--- config.mk ---
export PLATFORM = sky130hd
export DESIGN_NAME = xbus_arbiter
export DESIGN_NICKNAME = d
export VERILOG_FILES = /design/src/rtl/xbus_arbiter.sv
export SDC_FILE = /design/constraint.sdc
export NUM_CORES = 1
export LEC_CHECK = 0
export ABC_AREA = 1
export ABC_CLOCK_PERIOD_IN_PS = 2650
export CAP_MARGIN = 5
export CORE_AREA = 5 5 93 95
export CTS_CLUSTER_SIZE = 12
export DETAILED_ROUTE_END_ITERATION = 8
export DIE_AREA = 0 0 98 100
export DONT_BUFFER_PORTS = 1
export SYNTH_ARGS = -nofsm -noshare
export SYNTH_HDL_FRONTEND = slang
export SYNTH_HIERARCHICAL = 1
export SYNTH_SLANG_ARGS = --single-unit
--- constraint.sdc ---
create_clock -name clk -period 2.65 [get_ports clk]
set_input_delay 0.265 -clock clk [delete_from_list [all_inputs] [get_ports clk]]
set_output_delay 0.265 -clock clk [all_outputs]
set_load 0.01 [all_outputs]
--- src/rtl/xbus_arbiter.sv ---
// Two-master round-robin arbiter for the shared system data bus. The optional
// forced hand-over of a locked owner is built when XARB_TIMEOUT_EN is defined.
module xbus_arb_port #(
  parameter int DATA_W = 32
) (
  input  logic              gnt,
  input  logic              req,
  input  logic [DATA_W-1:0] bus_rdata,
  output logic              acc,
  output logic              ack,
  output logic [DATA_W-1:0] rdata
);
  assign acc   = gnt & req;
  assign ack   = acc;
  assign rdata = acc ? bus_rdata : '0;
endmodule

module xbus_arbiter #(
  parameter int ADDR_W   = 13,
  parameter int DATA_W   = 32,
  parameter int MAX_HOLD = 16
) (
  input  logic              clk,
  input  logic              rst_n,
  input  logic              m0_req,
  input  logic              m0_lock,
  input  logic [ADDR_W-1:0] m0_addr,
  input  logic              m0_we,
  input  logic [DATA_W-1:0] m0_wdata,
  output logic              m0_gnt,
  output logic              m0_ack,
  output logic [DATA_W-1:0] m0_rdata,
  input  logic              m1_req,
  input  logic              m1_lock,
  input  logic [ADDR_W-1:0] m1_addr,
  input  logic              m1_we,
  input  logic [DATA_W-1:0] m1_wdata,
  output logic              m1_gnt,
  output logic              m1_ack,
  output logic [DATA_W-1:0] m1_rdata,
  output logic              bus_sel,
  output logic [ADDR_W-1:0] bus_addr,
  output logic              bus_we,
  output logic [DATA_W-1:0] bus_wdata,
  input  logic [DATA_W-1:0] bus_rdata
`ifdef XARB_TIMEOUT_EN
  ,
  output logic              timeout_err
`endif
);
  localparam int NM = 2;

  typedef enum logic [1:0] {IDLE = 2'd0, OWN0 = 2'd1, OWN1 = 2'd2} state_t;

  state_t state, state_n;
  logic   last;
  logic   own, oth;

  logic [NM-1:0]             req, lock, we, gnt, acc, ack;
  logic [NM-1:0][ADDR_W-1:0] addr;
  logic [NM-1:0][DATA_W-1:0] wdata, rdata;

  assign req   = {m1_req, m0_req};
  assign lock  = {m1_lock, m0_lock};
  assign we    = {m1_we, m0_we};
  assign addr  = {m1_addr, m0_addr};
  assign wdata = {m1_wdata, m0_wdata};

  assign gnt = {state == OWN1, state == OWN0};
  assign own = (state == OWN1);
  assign oth = ~own;

  genvar g;
  generate
    for (g = 0; g < NM; g++) begin : g_port
      xbus_arb_port #(.DATA_W(DATA_W)) u_port (
        .gnt(gnt[g]), .req(req[g]), .bus_rdata(bus_rdata),
        .acc(acc[g]), .ack(ack[g]), .rdata(rdata[g])
      );
    end
  endgenerate

  assign m0_gnt   = gnt[0];
  assign m1_gnt   = gnt[1];
  assign m0_ack   = ack[0];
  assign m1_ack   = ack[1];
  assign m0_rdata = rdata[0];
  assign m1_rdata = rdata[1];

  // At most one acc bit is ever set, so the loop collapses to a one-hot mux.
  always_comb begin
    bus_sel   = 1'b0;
    bus_addr  = '0;
    bus_we    = 1'b0;
    bus_wdata = '0;
    for (int i = 0; i < NM; i++) begin
      if (acc[i]) begin
        bus_sel   = 1'b1;
        bus_addr  = addr[i];
        bus_we    = we[i];
        bus_wdata = wdata[i];
      end
    end
  end

`ifdef XARB_TIMEOUT_EN
  localparam logic [7:0] HOLD_MAX = 8'(MAX_HOLD - 1);
  logic [7:0] hold_cnt;
  logic       force_rel;
  assign force_rel = (state != IDLE) && req[own] && lock[own] && req[oth] &&
                     (hold_cnt == HOLD_MAX);
`endif

  always_comb begin
    state_n = state;
    case (state)
      IDLE: begin
        if (&req)        state_n = last ? OWN0 : OWN1;
        else if (req[0]) state_n = OWN0;
        else if (req[1]) state_n = OWN1;
      end
      OWN0, OWN1: begin
        if (req[own] && lock[own]) begin
`ifdef XARB_TIMEOUT_EN
          if (force_rel) state_n = oth ? OWN1 : OWN0;
`endif
        end else if (req[oth]) begin
          state_n = oth ? OWN1 : OWN0;
        end else if (!req[own]) begin
          state_n = IDLE;
        end
      end
      default: state_n = IDLE;
    endcase
  end

  always_ff @(posedge clk or negedge rst_n) begin
    if (!rst_n) begin
      state <= IDLE;
      last  <= 1'b1;
    end else begin
      state <= state_n;
      if (state_n != state && state_n != IDLE) last <= (state_n == OWN1);
    end
  end

`ifdef XARB_TIMEOUT_EN
  // Counter parks at HOLD_MAX so a late request from the other side is served at once.
  always_ff @(posedge clk or negedge rst_n) begin
    if (!rst_n) begin
      hold_cnt    <= '0;
      timeout_err <= 1'b0;
    end else begin
      if (state_n != state)                           hold_cnt <= '0;
      else if (state != IDLE && hold_cnt != HOLD_MAX) hold_cnt <= hold_cnt + 8'd1;
      if (force_rel) timeout_err <= 1'b1;
    end
  end
`endif

endmodule
-- After elaboration in Yosys (flattened, before gate mapping)
Index checks and enable logic that the tools add are counted.
- flip-flop bits (word level): 3
- output and inout port bits: 115
- input port bits: 130
- bitwise operators: 3
- reduce and logical (&&, ||, !) cells: 6
- magnitude comparators: 2
- mux-type cells: 25
- equality and inequality tests: 4
- operators by type and width (operator ; count):
    two-way mux 32 bit ; 4
    two-way mux 13 bit ; 2
    two-way mux 2 bit ; 8
    two-way mux 1 bit ; 10
    equality test 2 bit, second input constant ; 2
    < comparator 1 x 2 -> 1 bit, second input constant ; 2
    case mux 2 bit (2 select lines) ; 1
    bitwise AND 1 bit ; 2
    equality test 2 x 1 -> 1 bit, second input constant ; 1
    logical AND 1 bit ; 2
    logical NOT 2 bit ; 1
    inequality test 2 bit ; 1
    AND reduction 2 bit ; 1
    nonzero test 2 bit ; 1
    OR reduction 2 bit ; 1
    NOT 1 bit ; 1

-- Logic depth before layout (Yosys ltp)
- word-level depth: 9
- depth in mapped cells: 16
- depth with buffers taken out: 16

-- Cells and area by module
Netlist, hierarchy kept.
- by module, submodules not included (module ; times used ; area each (µm²) ; sequential area each (µm²) ; cells each):
    xbus_arbiter ; 1 ; 1022.2 ; 76.3 ; 220
    xbus_arb_port ; 2 ; 364.1 ; 0.0 ; 70

-- Worst setup path after synthesis
No wires, ideal clock.
- path type: reg2out
- from: reg state[0]
- to: out bus_addr[0]
- data required time: 2.385 ns
- setup slack: 0.473 ns
- data arrival time: 1.912 ns
- cell stages (with the launch flop): 10
- path through: dfrtp_1 > inv_1 > ha_1 > nand2_2 > buf_6 > inv_1 > clkbuf_1 > buf_2 > nand2_1 > nand2_1
- elaborated cells on any way between the ends: 6
- those cells by class: eq/ne (2); mux (2); bitwise (2)
- RTL lines (what ; RTL line ; source):
    start: declaration ; 55 ; state_t state, state_n;
    start signal: assignment ; 142 ; state <= state_n;
    equality test 2 bit ; 69 ; assign gnt = {state == OWN1, state == OWN0};
    net m1_gnt ; 38 ; output logic m1_gnt,
    bitwise AND 1 bit ; 13 ; assign acc = gnt & req;
    net acc[1] ; 59 ; logic [NM-1:0] req, lock, we, gnt, acc, ack;
    two-way mux 13 bit ; 97 ; if (acc[i]) begin
    end: declaration ; 42 ; output logic [ADDR_W-1:0] bus_addr,
The timed path passes the listed nets, and every way through them passes these cells.

-- Worst setup path after layout
- from: reg state[0]
- to: out bus_wdata[1]
- elaborated cells on any way between the ends: 6
- those cells by class: eq/ne (2); mux (2); bitwise (2)
- RTL lines (what ; RTL line ; source):
    equality test 2 bit ; 69 ;
    net m1_gnt ; 38 ;
    bitwise AND 1 bit ; 13 ;
    two-way mux 32 bit ; 97 ;
    end: declaration ; 44 ; output logic [DATA_W-1:0] bus_wdata,
The timed path passes the listed nets, and every way through them passes these cells.

==> implementation parameters <==
Parameter                              Value

Outcome
  Run status ... completed

Global routing
  Initial antenna violation count ... 0
  First-pass GRT wire length ... 8910 µm
  Pin count of the biggest net entering global routing ... 49
  Vias in the first global route ... 1766
  Leftover overflow at the end of global routing ... 0
  Total global-route track usage ... 10.7%

Synthesis
  Gate count of the mapped netlist ... 360
  Total nets after synthesis ... 495
  Average instance area after synthesis ... 4.86 µm²
  Dominant cells by area after synthesis ... nand2_1, nor2_2, inv_1
  Sequential element share of the synthesized area ... 4.36%
  Post-synthesis register bit count ... 3
  Cell taking the most area after synthesis ... nand2_1
  Post-synthesis instance area ... 1750 µm²
  Share of Yosys cell area claimed by the top area cell type ... 27.4%
  Unique masters post-synth ... 19
  Count of yosys warnings during synthesis ... 6

Timing
  RSZ-0062 raised after global routing ... no
  Setup tns final ... 0 ps
  Portion of the clock cycle consumed by the worst path in the final layout ... 89.7%
  Clock period minus final worst setup slack ... 2380 ps
  Final Hold Vio Count ... 0
  Number of pins exceeding their max-slew limit in the final report ... 0
  Max-Slew Margin vs Limit ... 67.3%
  Slew @ Worst Pin ... 490 ps
  Worst clock skew on the final layout ... 3.07 ps
  Final setup viols ... 0
  Achievable Freq ... 421 MHz

Clock tree
  Clk sinks ... 3
  Clk Latency, worst-skew pair ... 220 ps
  H-tree levels ... 1
  TritonCTS clock tree ... built
  CTS max path bufs ... 2
  Clock-pin slew on the worst setup and hold paths ... 40 ps
  Inserted Clock Buffers ... 3
  Clk root buf ... clkbuf_8

Worst setup path
  Reg2Reg Depth ... 16
  Crit path kind ... register to output port
  R2R Setup Slk ... 830 ps
  Worst setup SP type ... register
  Critical path data arrival time ... 2110 ps
  Highest net fanout along the worst path ... 48
  Kind of capture point of the worst setup path ... output port
  Data required time at the worst endpoint ... 2380 ps

Die
  Die boundary width ... 98 µm
  Area of the die ... 9800 µm²
  Initial core utilization ... 22.9%
  DIE HEIGHT ... 100 µm
  Ports ... 245
  Core area ... 7650 µm²
  Core Rows ... 32

Flow run
  Max_cap viols ... 0

Finish
  Number of antenna cells inserted ... 0
  Final layout net count ... 484
  Ratio of cells with drive above 1 in the final layout ... 21.3%
  Number of fillers in the final layout ... 862
  Core utilization of the finished layout ... 24.0%
  Area grow syn2layout ... 4.65%

Detailed routing
  Vias per Instance ... 4.59
  Detail-routed net length per standard cell ... 13.7 µm
  Overall via count from detail_route ... 2067
  Residual antenna-violating net count after detailed routing ... 0
  First-pass DRT Iterations ... 4
  Drt drc ... 0
  Iteration-0 DRC Markers ... 70
  Total Wirelength ... 6150 µm

Hold path
  Path category of the worst min-delay check ... input pin to async pin

Placed design
  PortBufs ... 0
  Gpl congestion ... 0.738
  HPWL after detailed placement ... 5160 µm

Pwr
  Total leakage power ... 1.18 nW
  Power density relative to cell area ... 660 nW/µm²
  Worst supply voltage drop on vdd ... 588 µV
[cell type report]
type                    instances  area, µm²  area share (%)
inverters                      79        299            16.3
multi-input cells             256       1240            67.5
repair buffers                  6       47.5            2.60
well taps                     102        128            6.97
clock buffers                   4       45.0            2.46
flip-flops and latches          3       76.3            4.17
[kinds of logic after synthesis]
| family | count (synthesis) | synth area share, % |
|---|---|---|
| flip-flops | 3 | 4.36 |
| adder cells (fa/ha/maj) | 5 | 3.57 |
| AND/OR/NAND/NOR | 247 | 65.6 |
| buffers and inverters | 101 | 25.0 |
| AO/OA/AOI/OAI | 4 | 1.43 |
[worst paths after layout]
| path | start | endpoint |
|---|---|---|
| max | state[0] | bus_wdata[1] |
| min | rst_n | state[0] |
| max reg2reg | state[0] | last |
| min reg2reg | last | last |
| max in group asynchronous | rst_n | last |
| min in group clk | m0_req | state[0] |
[registers in the layout (all words and copies together) (netlist names)]
register  count
state         2
last          1
[Yosys cell counts]
library cell	number
a21oi_1	1
buf_1	2
buf_2	5
buf_4	2
buf_6	6
clkbuf_1	7
dfrtp_1	2
dfstp_2	1
ha_1	5
inv_1	77
inv_2	2
nand2_1	128
nand2_2	4
nand3_1	49
nor2_1	6
nor2_2	59
o211ai_1	2
o21ai_0	1
or2_1	1
[worst max-delay path: stages, from the launching register on]
cell     delay, ps
dfrtp_1        440
inv_1          130
ha_1           350
nand2_2         90
inv_1          120
buf_4          410
nand2_1        160
nand2_1        160
[where the power goes]
| part | switching (mW) | leakage [nW] | internal (mW) |
|---|---|---|---|
| Sequential | 0.0267 | 0.0359 | 0.0739 |
| Clock | 0.0380 | 0.0228 | 0.103 |
| Combinational | 0.724 | 1.12 | 0.243 |
[layout by cell type, fill, tap and decap left out]
master,count
buf_4,5
ha_1,5
nand2_2,4
o211ai_1,2
nand3_1,49
clkbuf_8,3
inv_4,1
or2_1,1
dlygate4sd3_1,1
inv_1,77
nor2_2,59
nor2_1,6
inv_2,1
o21ai_0,1
a21oi_1,1
clkbuf_1,1
dfrtp_1,2
nand2_1,128
dfstp_2,1
[through the flow]
stage                     cells  area, µm²  total power, mW  hold WS, ps  worst slack, ps
final                       450       1830             1.21          293              273
after global routing        450       1830             1.35          297             69.8
after CTS                   450       1830             1.22          291              172
after detailed placement    445       1770             1.07        -30.5              402
after global placement      445       1770             1.05        -30.4              473
after floorplan             360       1750            0.972        -30.6              473
[layer usage]
metal  vias up  wire length (µm)  global-route usage (%)
li1       1011                 -                       -
met1       909              2200                    13.1
met2       143              3190                    18.3
met3         4               698                    2.99
met4         0                51                    3.09
met5         -                 0                       0
[repair_timing]
action,CTS,global route
gates resized for setup,0,2
endpoints found under the setup margin,0,4
endpoints found under the hold margin,3,0
hold buffers,1,0
buffers inserted,0,0
Note: power is estimated with default switching activity, not from simulation.
